==> config.mk <==
export PLATFORM = sky130hd
export DESIGN_NAME = result_display_sequencer
export DESIGN_NICKNAME = d
export VERILOG_FILES = /design/src/rtl/result_display_pkg.sv /design/src/rtl/result_display_seg7_encode.sv /design/src/rtl/result_display_sequencer.sv
export SDC_FILE = /design/constraint.sdc
export NUM_CORES = 1
export LEC_CHECK = 0
export ABC_AREA = 1
export CORE_MARGIN = 5
export CORE_UTILIZATION = 30
export DETAILED_ROUTE_END_ITERATION = 8
export PLACE_DENSITY = 0.56
export SLEW_MARGIN = 15
export SYNTH_ARGS = -nofsm -noshare
export SYNTH_HDL_FRONTEND = slang
export SYNTH_SLANG_ARGS = --single-unit
==> constraint.sdc <==
create_clock -name clk -period 5.7 [get_ports clk]
set_input_delay 0.855 -clock clk [delete_from_list [all_inputs] [get_ports clk]]
set_output_delay 0.855 -clock clk [all_outputs]
set_load 0.005 [all_outputs]
==> src/rtl/result_display_pkg.sv <==
// rtl/result_display_pkg.sv - shared types, glyphs and error codes for the result display
// Purpose: page state encoding, result snapshot layout, 7-segment glyph constants,
//          error code digits and the state-to-page mapping used by the sequencer.
// Ports:   none (package).
package result_display_pkg;

    typedef enum logic [2:0] {
        ST_WAIT      = 3'd0,
        ST_SLOPE     = 3'd1,
        ST_INTERCEPT = 3'd2,
        ST_DET       = 3'd3,
        ST_ERROR     = 3'd4
    } page_state_t;

    typedef struct packed {
        logic [3:0] slope_ten;
        logic [3:0] slope_one;
        logic [3:0] b_ten;
        logic [3:0] b_one;
        logic [3:0] det_ten;
        logic [3:0] det_one;
        logic       slope_neg;
        logic       b_neg;
        logic       det_neg;
    } snapshot_t;

    localparam logic [6:0] SEG_DASH  = 7'h40;
    localparam logic [6:0] SEG_E     = 7'h79;
    localparam logic [6:0] SEG_BLANK = 7'h00;
    localparam logic [6:0] SEG_OVF   = 7'h5C;

    localparam logic [3:0] ERR_CODE_DET    = 4'd1;
    localparam logic [3:0] ERR_CODE_VALUES = 4'd2;

    // WAIT and ERROR both report page 0; only value pages are numbered.
    function automatic logic [1:0] page_code(input page_state_t s);
        case (s)
            ST_SLOPE:     page_code = 2'd1;
            ST_INTERCEPT: page_code = 2'd2;
            ST_DET:       page_code = 2'd3;
            default:      page_code = 2'd0;
        endcase
    endfunction

endpackage

==> src/rtl/result_display_seg7_encode.sv <==
// rtl/result_display_seg7_encode.sv - 4-bit digit to active-high 7-segment glyph
// Purpose: combinational decimal glyph encoder; values 10-15 map to the overflow glyph.
// Ports:   digit [3:0] in  - digit value
//          glyph [6:0] out - segments, bit0 = a ... bit6 = g
module seg7_encode
    import result_display_pkg::*;
(
    input  logic [3:0] digit,
    output logic [6:0] glyph
);

    always_comb begin
        case (digit)
            4'd0:    glyph = 7'h3F;
            4'd1:    glyph = 7'h06;
            4'd2:    glyph = 7'h5B;
            4'd3:    glyph = 7'h4F;
            4'd4:    glyph = 7'h66;
            4'd5:    glyph = 7'h6D;
            4'd6:    glyph = 7'h7D;
            4'd7:    glyph = 7'h07;
            4'd8:    glyph = 7'h7F;
            4'd9:    glyph = 7'h6F;
            default: glyph = SEG_OVF;
        endcase
    end

endmodule

==> src/rtl/result_display_sequencer.sv <==
// rtl/result_display_sequencer.sv - pages regression results onto a muxed 2-digit 7-segment display
// Purpose: snapshots slope/intercept/determinant digits on result_valid, pages through them
//          on next_btn rising edges, shows E1/E2 while error flags are high, and
//          time-multiplexes tens/ones onto one segment bus with a sign LED.
// Config:  define RESULT_DISPLAY_AUTO_CYCLE_EN to also step pages every CYCLE_TICKS clocks.
// Ports:   clk, rst (async active-low); result_valid; slope/b/det digit pairs and signs;
//          error_det, error_values (levels); next_btn (level button);
//          seg [6:0], digit_sel [1:0] (10 = tens, 01 = ones), sign_led, page [1:0], err_active.
module result_display_sequencer
    import result_display_pkg::*;
#(
    parameter int REFRESH_DIV = 1000
`ifdef RESULT_DISPLAY_AUTO_CYCLE_EN
    ,
    parameter int CYCLE_TICKS = 50000000
`endif
) (
    input  logic       clk,
    input  logic       rst,
    input  logic       result_valid,
    input  logic [3:0] slope_ten,
    input  logic [3:0] slope_one,
    input  logic [3:0] b_ten,
    input  logic [3:0] b_one,
    input  logic [3:0] det_ten,
    input  logic [3:0] det_one,
    input  logic       slope_neg,
    input  logic       b_neg,
    input  logic       det_neg,
    input  logic       error_det,
    input  logic       error_values,
    input  logic       next_btn,
    output logic [6:0] seg,
    output logic [1:0] digit_sel,
    output logic       sign_led,
    output logic [1:0] page,
    output logic       err_active
);

    localparam int RW = $clog2(REFRESH_DIV);

    page_state_t   state, state_n;
    snapshot_t     snap, snap_n;
    logic          has_snap;
    logic          btn_d;
    logic [RW-1:0] refresh_cnt, refresh_cnt_n;
    logic [1:0]    digit_sel_n;
    logic          advance, step, err_any;
    logic [3:0]    ten_n, one_n, digit_val;
    logic          neg_n, value_page_n;
    logic [6:0]    enc_glyph, glyph_n;
    logic          sign_n;

    assign advance = next_btn & ~btn_d;
    assign err_any = error_values | error_det;

`ifdef RESULT_DISPLAY_AUTO_CYCLE_EN
    localparam int CW = $clog2(CYCLE_TICKS);

    logic [CW-1:0] cycle_cnt;
    logic          in_value_page;
    logic          auto_tick;

    assign in_value_page = (state == ST_SLOPE) || (state == ST_INTERCEPT) || (state == ST_DET);
    assign auto_tick     = in_value_page && (cycle_cnt == CW'(CYCLE_TICKS - 1));
    assign step          = advance | auto_tick;

    // A manual advance restarts the dwell so the new page gets a full period.
    always_ff @(posedge clk or negedge rst) begin
        if (!rst) begin
            cycle_cnt <= '0;
        end else if (!in_value_page || advance || auto_tick) begin
            cycle_cnt <= '0;
        end else begin
            cycle_cnt <= cycle_cnt + 1'b1;
        end
    end
`else
    assign step = advance;
`endif

    always_comb begin
        snap_n = snap;
        if (result_valid) begin
            snap_n = '{slope_ten, slope_one, b_ten, b_one, det_ten, det_one,
                       slope_neg, b_neg, det_neg};
        end
    end

    // Errors take priority over everything, including a coincident result_valid.
    always_comb begin
        state_n = state;
        if (err_any) begin
            state_n = ST_ERROR;
        end else begin
            case (state)
                ST_WAIT:      if (result_valid) state_n = ST_SLOPE;
                ST_SLOPE:     if (step) state_n = ST_INTERCEPT;
                ST_INTERCEPT: if (step) state_n = ST_DET;
                ST_DET:       if (step) state_n = ST_SLOPE;
                ST_ERROR:     state_n = (has_snap || result_valid) ? ST_SLOPE : ST_WAIT;
                default:      state_n = ST_WAIT;
            endcase
        end
    end

    // Any page change restarts the mux on the tens digit.
    always_comb begin
        refresh_cnt_n = refresh_cnt + 1'b1;
        digit_sel_n   = digit_sel;
        if (state_n != state) begin
            refresh_cnt_n = '0;
            digit_sel_n   = 2'b10;
        end else if (refresh_cnt == RW'(REFRESH_DIV - 1)) begin
            refresh_cnt_n = '0;
            digit_sel_n   = ~digit_sel;
        end
    end

    // Display values are derived from next-cycle state so seg, sign_led and
    // digit_sel all land in the same register stage.
    always_comb begin
        ten_n        = 4'd0;
        one_n        = 4'd0;
        neg_n        = 1'b0;
        value_page_n = 1'b1;
        case (state_n)
            ST_SLOPE:     begin ten_n = snap_n.slope_ten; one_n = snap_n.slope_one; neg_n = snap_n.slope_neg; end
            ST_INTERCEPT: begin ten_n = snap_n.b_ten;     one_n = snap_n.b_one;     neg_n = snap_n.b_neg;     end
            ST_DET:       begin ten_n = snap_n.det_ten;   one_n = snap_n.det_one;   neg_n = snap_n.det_neg;   end
            default:      value_page_n = 1'b0;
        endcase
    end

    always_comb begin
        if (state_n == ST_ERROR) begin
            digit_val = error_values ? ERR_CODE_VALUES : ERR_CODE_DET;
        end else begin
            digit_val = digit_sel_n[1] ? ten_n : one_n;
        end
    end

    seg7_encode u_encode (
        .digit (digit_val),
        .glyph (enc_glyph)
    );

    always_comb begin
        case (state_n)
            ST_WAIT:      glyph_n = SEG_DASH;
            ST_ERROR:     glyph_n = digit_sel_n[1] ? SEG_E : enc_glyph;
            ST_SLOPE,
            ST_INTERCEPT,
            ST_DET:       glyph_n = enc_glyph;
            default:      glyph_n = SEG_BLANK;
        endcase
    end

    // No "-0": a zero value never lights the sign.
    assign sign_n = value_page_n && neg_n && !((ten_n == 4'd0) && (one_n == 4'd0));

    always_ff @(posedge clk or negedge rst) begin
        if (!rst) begin
            state       <= ST_WAIT;
            snap        <= '0;
            has_snap    <= 1'b0;
            btn_d       <= 1'b0;
            refresh_cnt <= '0;
            digit_sel   <= 2'b10;
            seg         <= SEG_DASH;
            sign_led    <= 1'b0;
        end else begin
            state       <= state_n;
            snap        <= snap_n;
            has_snap    <= has_snap | result_valid;
            btn_d       <= next_btn;
            refresh_cnt <= refresh_cnt_n;
            digit_sel   <= digit_sel_n;
            seg         <= glyph_n;
            sign_led    <= sign_n;
        end
    end

    assign page       = page_code(state);
    assign err_active = (state == ST_ERROR);

endmodule

# Word level (Yosys, flattened, before mapping)
# Memory sizes are Yosys's and may differ from the RTL's.
# Index checks and enable logic that the tools add are counted.
[totals] output_inout_bits=13 ram_bits=0 n_memories=1 reg_bits=52 romBits=112 wordCells=67 latch_bits=0 in_bits=33
[mem_list] name="(no name shown)" words=16 word_bits=7 read_ports=1 rd_ports_with_merged_regs=0 write_ports=0 line_no="result_display_seg7_encode.sv:13" rtl="case (digit)"
[op_classes] eq_ne=10 n_addsub=1 muxes=22 n_div=0 n_bitwise=5 n_mul=0 n_reduce_logical=11 n_shift=0 n_lt_le_gt_ge=0
[ops] operator="two-way mux 27 bit" n=1
[ops] operator="case mux 4 bit (3 select lines)" n=2
[ops] operator="case mux 7 bit (3 select lines)" n=1
[ops] operator="two-way mux 10 bit" n=2
[ops] operator="two-way mux 3 bit" n=5
[ops] operator="case mux 3 bit (5 select lines)" n=1
[ops] operator="equality test 3 x 2 -> 1 bit (second input constant)" n=4
[ops] operator="adder 10 x 1 -> 10 bit (second input constant)" n=1
[ops] operator="equality test 10 bit (second input constant)" n=1
[ops] operator="zero test 4 bit" n=2
[ops] operator="two-way mux 4 bit" n=2
[ops] operator="two-way mux 7 bit" n=1
[ops] operator="equality test 3 x 1 -> 1 bit (second input constant)" n=2
[ops] operator="equality test 3 bit (second input constant)" n=2
[ops] operator="zero test 3 bit" n=2
[ops] operator="two-way mux 2 bit" n=3
[ops] operator="case mux 2 bit (3 select lines)" n=1
[ops] operator="logical AND 1 bit" n=3
[ops] operator="inequality test 3 bit" n=1
[ops] operator="case mux 1 bit (3 select lines)" n=1
[ops] operator="OR reduction 3 bit" n=1
[ops] operator="two-way mux 1 bit" n=2
[ops] operator="inverter 2 bit" n=1
[ops] operator="bitwise OR 1 bit" n=2
[ops] operator="other kinds (5)" n=5

# Logic depth before layout (Yosys ltp)
# Gate-level depths: netlist (run 1).
# An unclocked memory read counts as a cell.
[logic_depth] word_depth=12 depth_mapped=24 ltp_nobuf=22

# Cells and area by module
# From an unflattened synthesis (run 1), not the netlist that was laid out.
[hier_totals] cells_unflattened=345 hier_area_um2=2776.4
[modules_own_cells] mod="result_display_sequencer" n_inst=1 area_each_um2=2588.7 seq_area_each_um2=1303.8 cells_each=313
[modules_own_cells] mod="seg7_encode" n_inst=1 area_each_um2=187.7 seq_area_each_um2=0.0 cells_each=32

# Least setup slack after synthesis (run 1)
# Ideal clock, no wire load.
[synth_path] path_kind="in2reg" from="in result_valid" to="reg seg[5]" slack_ns=2.819 stages=23 path_buffers=2 setup_ns=0.063 arrival_time_ns=2.819 t_required_ns=5.637 path_cell_list="buf_6 -> inv_2 -> buf_6 -> nor2_1 -> nand2_2 -> nand2_2 -> nor2_4 -> nand2_8 -> nand2_4 -> nand2_2 -> nand2_1 -> nand4_2 -> inv_1 -> o211ai_1 -> nand2_1 -> inv_1 -> ha_1 -> nand3b_1 -> nand2_1 -> nand2_1 -> nand3_1 -> nand2_1 -> inv_1"
[synth_via] elab_chain_cells=11 elab_cells_between_ends=21 cone_classes="eq/ne: 5; mux: 12; reduce/logical: 3; memory: 1"
[synth_rtl] item="start, declared" line_no="result_display_sequencer.sv:20" rtl="input logic result_valid,"
[synth_rtl] item="logical OR 1 bit" line_no="result_display_sequencer.sv:101" rtl="ST_ERROR: state_n = (has_snap || result_valid) ? ST_SLOPE : ST_WAIT;"
[synth_rtl] item="two-way mux 1 bit" line_no="result_display_sequencer.sv:101"
[synth_rtl] item="case mux 3 bit (5 select lines) *" line_no="result_display_sequencer.sv:96" rtl="case (state)"
[synth_rtl] item="two-way mux 3 bit *" line_no="result_display_sequencer.sv:93" rtl="if (err_any) begin"
[synth_rtl] item="inequality test 3 bit *" line_no="result_display_sequencer.sv:111" rtl="if (state_n != state) begin"
[synth_rtl] item="two-way mux 2 bit *" line_no="result_display_sequencer.sv:111"
[synth_rtl] item="net digit_sel_n[1]" line_no="result_display_sequencer.sv:47" rtl="logic [1:0] digit_sel_n;"
[synth_rtl] item="two-way mux 4 bit" line_no="result_display_sequencer.sv:139" rtl="digit_val = digit_sel_n[1] ? ten_n : one_n;"
[synth_rtl] item="two-way mux 4 bit" line_no="result_display_sequencer.sv:136" rtl="if (state_n == ST_ERROR) begin"
[synth_rtl] item="memory read (16 x 7 bit)"
[synth_rtl] item="two-way mux 7 bit" line_no="result_display_sequencer.sv:151" rtl="ST_ERROR: glyph_n = digit_sel_n[1] ? SEG_E : enc_glyph;"
[synth_rtl] item="case mux 7 bit (3 select lines) *" line_no="result_display_sequencer.sv:149" rtl="case (state_n)"
[synth_rtl] item="net glyph_n[5]" line_no="result_display_sequencer.sv:51" rtl="logic [6:0] enc_glyph, glyph_n;"
[synth_rtl] item="end signal, assigned" line_no="result_display_sequencer.sv:179" rtl="seg <= glyph_n;"
[synth_rtl] item="end, declared" line_no="result_display_sequencer.sv:33" rtl="output logic [6:0] seg,"
# The timed path passes the listed nets; every way through them passes the cells marked *.
# A chain may end at the register's enable or synchronous reset.

# Worst setup path after layout (run 1)
# Ends and elaborated chain as after synthesis.

==> results.sh, run 1 <==
export IMPL_synth_fa_ha_area_share_pct=3.180
export IMPL_ys_types=35
export IMPL_fin_hold_ws_ns=0.4755
export IMPL_p_leak_nw=1.646
export IMPL_cts_max_level=2
export IMPL_rrSetupSlack_ns=2.75
export IMPL_path_max_fanout=29
export IMPL_fmax_ghz=0.2764
export IMPL_cts_tree="yes"
export IMPL_min_period_over_period_pct=63.48
export IMPL_synth_avg_cell_area_um2=8.076
export IMPL_synthSimpleGateAreaFrac_pct=38.35
export IMPL_critPathCaptureType="flip-flop"
export IMPL_ys_seq_area_share_pct=47.34
export IMPL_power_density_mw_per_mm2=230.4
export IMPL_tns_ns=0
export IMPL_slew_limit_headroom_pct=55.71
export IMPL_num_vias=2252
export IMPL_path_class="primary input to flip-flop"
export IMPL_antenna_cells=0
export IMPL_routed_wl_um=6240
export IMPL_dieArea_mm2=0.01120
export IMPL_slowest_delay_ns=0.39
export IMPL_grt_total_usage_pct=11.73
export IMPL_layout_drive_gt1_share_pct=13.37
export IMPL_via_per_inst=4.504
export IMPL_setup_violations=0
export IMPL_die_y_um=105.8
export IMPL_place_gp_congestion=0.7914
export IMPL_start_util_pct=30.23
export IMPL_postCtsSetupRepairBufs=0
export IMPL_dp_hpwl_um=4671
export IMPL_ctsHoldBuffers=0
export IMPL_layout_min_cycle_time_ns=3.619
export IMPL_die_w_um=105.8
export IMPL_wl_per_cell_um=12.48
export IMPL_finalPower_mw=0.7885
export IMPL_finalClockSkew_ns=0.008010
export IMPL_cp_common_cell="nand2_1"
export IMPL_synthMuxAreaShare_pct=0
export IMPL_coreArea_mm2=0.009109
export IMPL_clockBufferDepth=2
export IMPL_outcome="finished clean"
export IMPL_path_cells="clkdlybuf4s50_1 -> buf_4 -> inv_2 -> nand2_1 -> nand3_1 -> nand2_1 -> inv_2 -> nand2_8 -> nand2_4 -> nand2_2 -> nand2_1 -> nand4_2 -> inv_1 -> o211ai_1 -> nand2_1 -> inv_1 -> ha_1 -> nand3b_1 -> nand2_1 -> nand2_1 -> nand3_1 -> nand2_1 -> inv_1"
export IMPL_io_buffers=45
export IMPL_maxCapViolCount=0
export IMPL_nets=428
export IMPL_drv_slew=0
export IMPL_cp_slowest_cell="clkdlybuf4s50_1"
export IMPL_syn_area_mm2=0.002754
export IMPL_clock_root_buffer="clkbuf_8"
export IMPL_antenna_found_initial=0
export IMPL_cts_buffers=5
export IMPL_critPathRequiredTime_ns=5.95
export IMPL_rows=35
export IMPL_synth_cells=341
export IMPL_startpoint_type="primary input"
export IMPL_synth_compound_area_share_pct=3.726
export IMPL_ys_ff_latch=52
export IMPL_syn_to_final_growth_pct=24.26
export IMPL_grt_pass1_wl_um=10830
export IMPL_drt_iter0_drc=75
export IMPL_ctsResizeCount=0
export IMPL_overflow=0
export IMPL_rsz0062_at_grt="no"
export IMPL_drc=0
export IMPL_numClockSinks=52
export IMPL_ir_worst_vdd_mv=0.08672
export IMPL_synth_top_family_by_area="simple AND/OR/NAND/NOR gates"
export IMPL_yosysWarnings=0
export IMPL_first_pass_iters=4
export IMPL_grt_max_degree=53
export IMPL_arrival_ns=3.86
export IMPL_synth_xor_area_share_pct=1.908
export IMPL_drt_antenna_violating_nets=0
export IMPL_syn_nets=381
export IMPL_ios=46
export IMPL_hold_viol_final=0
export IMPL_clk_latency_ns=0.30
export IMPL_tightest_slew_ns=0.6644
export IMPL_hold_class="flip-flop to flip-flop"
export IMPL_grt_pass1_vias=2307
export IMPL_clk_pin_slew_ns=0.10
-- layout by cell type (no fill, tap or decap), types with 4 or more instances in the layout --
cell             instances
inv_2                    9
inv_1                   20
o21ai_0                  7
or2_2                    5
clkbuf_8                 5
nand2_2                  6
dfrtp_1                 50
nand3_1                 23
nor2_4                   6
ha_1                     7
nand4_1                  6
nand2_1                127
xor2_1                   5
nor2_1                  26
nor3_1                   6
a21oi_1                  4
clkdlybuf4s50_1         44
nand3_2                  6
-- worst paths after layout --
kind                           startpoint  endpoint  cells past startpoint
max reg2reg                refresh_cnt[0]    seg[5]                     16
max                          result_valid    seg[5]                     23
min reg2reg                      has_snap  has_snap                      2
min                              has_snap  has_snap                      2
min in group asynchronous             rst  snap[10]                      2
max in group asynchronous             rst  state[1]                      2
-- registers in the layout, indices dropped and copies added, names as in the netlist --
name / flops
snap: 27
refresh_cnt: 10
seg: 7
state: 3
digit_sel: 2
btn_d: 1
has_snap: 1
sign_led: 1
-- worst max-delay path: cells and delay by family --
kind | cells | cell delay (ns)
AO/OA/AOI/OAI | 1 | 0.10
adder cells (fa/ha/maj) | 1 | 0.19
buffers and inverters | 7 | 1.35
AND/OR/NAND/NOR | 14 | 1.36
-- cell usage after synthesis, drive strengths merged --
| master | instances | share of area (%) |
|---|---|---|
| o211ai | 1 | 0.27 |
| nand4 | 7 | 1.8 |
| nor4 | 1 | 0.23 |
| a21oi | 5 | 1.0 |
| o21a | 1 | 0.27 |
| xnor2 | 1 | 0.32 |
| a31oi | 1 | 0.23 |
| nor3b | 1 | 0.27 |
| nor3 | 6 | 1.1 |
| o21ai | 9 | 1.6 |
| inv | 29 | 4.0 |
| dfstp | 2 | 1.9 |
| dfrtp | 50 | 45 |
| buf | 3 | 1.0 |
| nor2 | 34 | 6.5 |
| nand2 | 136 | 20 |
| clkbuf | 4 | 0.55 |
| nand3 | 29 | 6.4 |
| or2 | 5 | 1.1 |
| and3 | 1 | 0.23 |
| a21boi | 1 | 0.27 |
| ha | 7 | 3.2 |
| xor2 | 5 | 1.6 |
| nand3b | 2 | 0.55 |
-- per-layer routing --
metal  routed length (um)  vias to the layer above  share of wire, %  GRT usage (%)
li1                     -                     1168                 -              -
met2                 2951                       36                47          20.13
met5                    0                        -                 0              0
met1                 2954                     1044                47          15.06
met3                  292                        4               4.7          2.756
met4                   41                        0              0.66          2.498
-- stage by stage --
stage | instance area, um2 | util [%] | cells | setup slack, ns
2_1_floorplan | 2754 | - | 341 | 2.819
3_3_place_gp | 3311 | 36.35 | 492 | 1.797
3_5_place_dp | 3311 | 36.35 | 492 | 1.760
4_1_cts | 3422 | 37.57 | 500 | 2.067
5_1_grt | 3422 | 37.57 | 500 | 1.712
6_report | 3422 | 37.57 | 500 | 2.081
-- power by group --
part | internal, mW | leakage (nW) | total, mW | switching, mW
Sequential | 0.394 | 0.636 | 0.405 | 0.0108
Clock | 0.130 | 0.0541 | 0.253 | 0.123
Combinational | 0.0556 | 0.956 | 0.130 | 0.0748
Total | 0.580 | 1.65 | 0.789 | 0.209
-- logic make-up (layout without fill, tap and decap cells) --
logic type	after synthesis	in the layout
simple gates	222	222
flops	52	52
buf+inv	36	84
compound gates	18	18
fa+ha+maj	7	7
xor+xnor	6	6
-- area by class of cell --
class / count / area [um2]
multi-input cells: 253 / 1299
inverters: 29 / 108.9
clock inverters: 3 / 42.54
well taps: 111 / 138.9
flip-flops and latches: 52 / 1304
clock buffers: 5 / 68.82
fillers: 956 / 5687
repair buffers: 47 / 460.4
(Power assumes the default switching activity.)
==> inputs of run 2 (changes only) <==
--- a/config.mk
+++ b/config.mk
@@ -9,7 +9,7 @@
 export CORE_MARGIN = 5
 export CORE_UTILIZATION = 30
 export DETAILED_ROUTE_END_ITERATION = 8
-export PLACE_DENSITY = 0.56
+export PLACE_DENSITY = 0.58
 export SLEW_MARGIN = 15
 export SYNTH_ARGS = -nofsm -noshare
 export SYNTH_HDL_FRONTEND = slang
==> constraint.sdc (replaced) <==
create_clock -name clk -period 3.1 [get_ports clk]
set_input_delay 0.465 -clock clk [delete_from_list [all_inputs] [get_ports clk]]
set_output_delay 0.465 -clock clk [all_outputs]
set_load 0.005 [all_outputs]
==> results.sh, run 2 (synthesis gave the netlist of run 1 again) <==
export IMPL_outcome="finished clean"
export IMPL_fmax_ghz=0.3560
export IMPL_hold_viol_final=0
export IMPL_layout_common_cells="127 x nand2_1, 50 x dfrtp_1, 44 x clkdlybuf4s50_1, 26 x nor2_1, 23 x nand3_1"
export IMPL_path_class="flip-flop to flip-flop"
export IMPL_cts_tree="yes"
export IMPL_fin_hold_ws_ns=0.1845
export IMPL_largest_reg_flops=27
export IMPL_grt_total_usage_pct=11.69
export IMPL_wl_per_cell_um=12.20
export IMPL_syn_to_final_growth_pct=24.85
export IMPL_slew_limit_headroom_pct=56.75
export IMPL_start_util_pct=30.23
export IMPL_rsz0062_at_grt="no"
export IMPL_via_per_inst=4.560
export IMPL_path_max_fanout=6
export IMPL_critPathCaptureType="flip-flop"
export IMPL_grt_max_degree=31
export IMPL_overflow=0
export IMPL_tightest_slew_ns=0.6488
export IMPL_numClockSinks=52
export IMPL_io_buffers=45
export IMPL_maxCapViolCount=0
export IMPL_rows=35
export IMPL_power_density_mw_per_mm2=391.7
export IMPL_ir_worst_vdd_mv=0.1477
export IMPL_grt_pass1_wl_um=10870
export IMPL_hold_class="primary input to async pin"
export IMPL_min_period_over_period_pct=90.60
export IMPL_cts_max_level=2
export IMPL_grt_pass1_vias=2369
export IMPL_dp_cells=498
export IMPL_num_fill_cells=961
export IMPL_largest_registers="snap (27), refresh_cnt (10), seg (7)"
export IMPL_top_register="snap"
export IMPL_arrival_ns=3.05
export IMPL_clk_latency_ns=0.30
export IMPL_tns_ns=0
export IMPL_multi_input_area_mm2=0.001304
export IMPL_drc=0
export IMPL_clk_pin_slew_ns=0.09
export IMPL_final_common_cell="nand2_1"
export IMPL_nets=434
export IMPL_dp_hpwl_um=4771
export IMPL_die_w_um=105.8
export IMPL_critPathRequiredTime_ns=3.34
export IMPL_cts_buffers=5
export IMPL_drt_antenna_violating_nets=0
export IMPL_register_area_mm2=0.001304
export IMPL_drt_iter0_drc=123
export IMPL_antenna_cells=0
export IMPL_ios=46
export IMPL_layout_min_cycle_time_ns=2.809
export IMPL_place_gp_congestion=0.8133
export IMPL_drv_slew=0
export IMPL_routed_wl_um=6160
export IMPL_dieArea_mm2=0.01120
export IMPL_finalClockSkew_ns=0.009894
export IMPL_stdcell_count=505
export IMPL_first_pass_iters=4
export IMPL_coreArea_mm2=0.009109
export IMPL_postCtsSetupRepairBufs=0
export IMPL_num_vias=2303
export IMPL_utilization_pct=37.75
export IMPL_p_leak_nw=1.663
export IMPL_die_y_um=105.8
export IMPL_startpoint_type="flip-flop"
export IMPL_layout_drive_gt1_share_pct=14.21
export IMPL_clock_root_buffer="clkbuf_8"
export IMPL_antenna_found_initial=0
export IMPL_setup_violations=0
export IMPL_clockBufferDepth=2
==> run 2: changes by cell type in the layout (fill, tap and decap cells not counted) <==
cell	previous run	this run
buf_4	2	8
bufinv_16	1	0
clkbuf_1	0	1
clkinvlp_4	1	0
nor2_2	2	1
nor2_4	6	7
==> run 2: final cells by class <==
cell class | instances | area share, %
Clock buffer | 6 | 2.111
Clock inverter | 1 | 0.1456
Inverter | 29 | 3.166
Multi-Input combinational cell | 253 | 37.92
Sequential cell | 52 | 37.92
Tap cell | 111 | 4.039
Timing Repair Buffer | 53 | 14.70
==> run 2: path summary, 6_finish.rpt <==
path | depth (start not counted) | slack, ns | to | start
worst max-delay path | 16 | 0.29 | seg[5] | refresh_cnt[0]
worst min-delay path | 1 | 0.18 | snap[14] | rst
worst max register to register | 16 | 0.29 | seg[5] | refresh_cnt[0]
worst min register to register | 2 | 0.47 | has_snap | has_snap
max in group asynchronous | 2 | 2.11 | digit_sel[1] | rst
min in group clk | 2 | 0.47 | has_snap | has_snap
==> run 2: through the flow <==
stage               setup slack [ns]  instance area [um2]  total power, mW
global route                 0.02470                 3438            1.437
global placement             0.09007                 3356            1.002
finish                        0.2913                 3438            1.347
detailed placement         0.0005318                 3356            1.004
floorplan                     0.5820                 2754           0.8917
CTS                           0.2847                 3433            1.372
==> run 2: repair_timing <==
item,in CTS,in global routing
resized for setup,0,1
endpoints found under the setup margin,0,5
hold buffers,0,0
==> run 2: routing by layer <==
| metal | track usage (%) | wire length [um] | up-vias |
|---|---|---|---|
| met5 | 0 | 0 | - |
| met4 | 3.053 | 95 | 0 |
| met3 | 2.939 | 298 | 9 |
| met2 | 18.72 | 2814 | 42 |
| met1 | 15.76 | 2952 | 1072 |
| li1 | - | - | 1180 |
==> run 2: critical path: stages, from the launching register on <==
cell      delay (ns)
dfrtp_1         0.42
ha_1            0.24
and3_1          0.18
nand3b_1        0.20
xor2_1          0.32
nand4_2         0.21
inv_1           0.11
o211ai_1        0.10
nand2_1         0.18
inv_1           0.10
ha_1            0.20
nand3b_1        0.19
nand2_1         0.09
nand2_1         0.05
nand3_1         0.06
nand2_1         0.05
inv_1           0.05
==> run 2: where the power goes <==
group | internal [mW] | switching, mW | total, mW
Combinational | 0.106 | 0.138 | 0.244
Clock | 0.154 | 0.204 | 0.358
Sequential | 0.724 | 0.0200 | 0.744
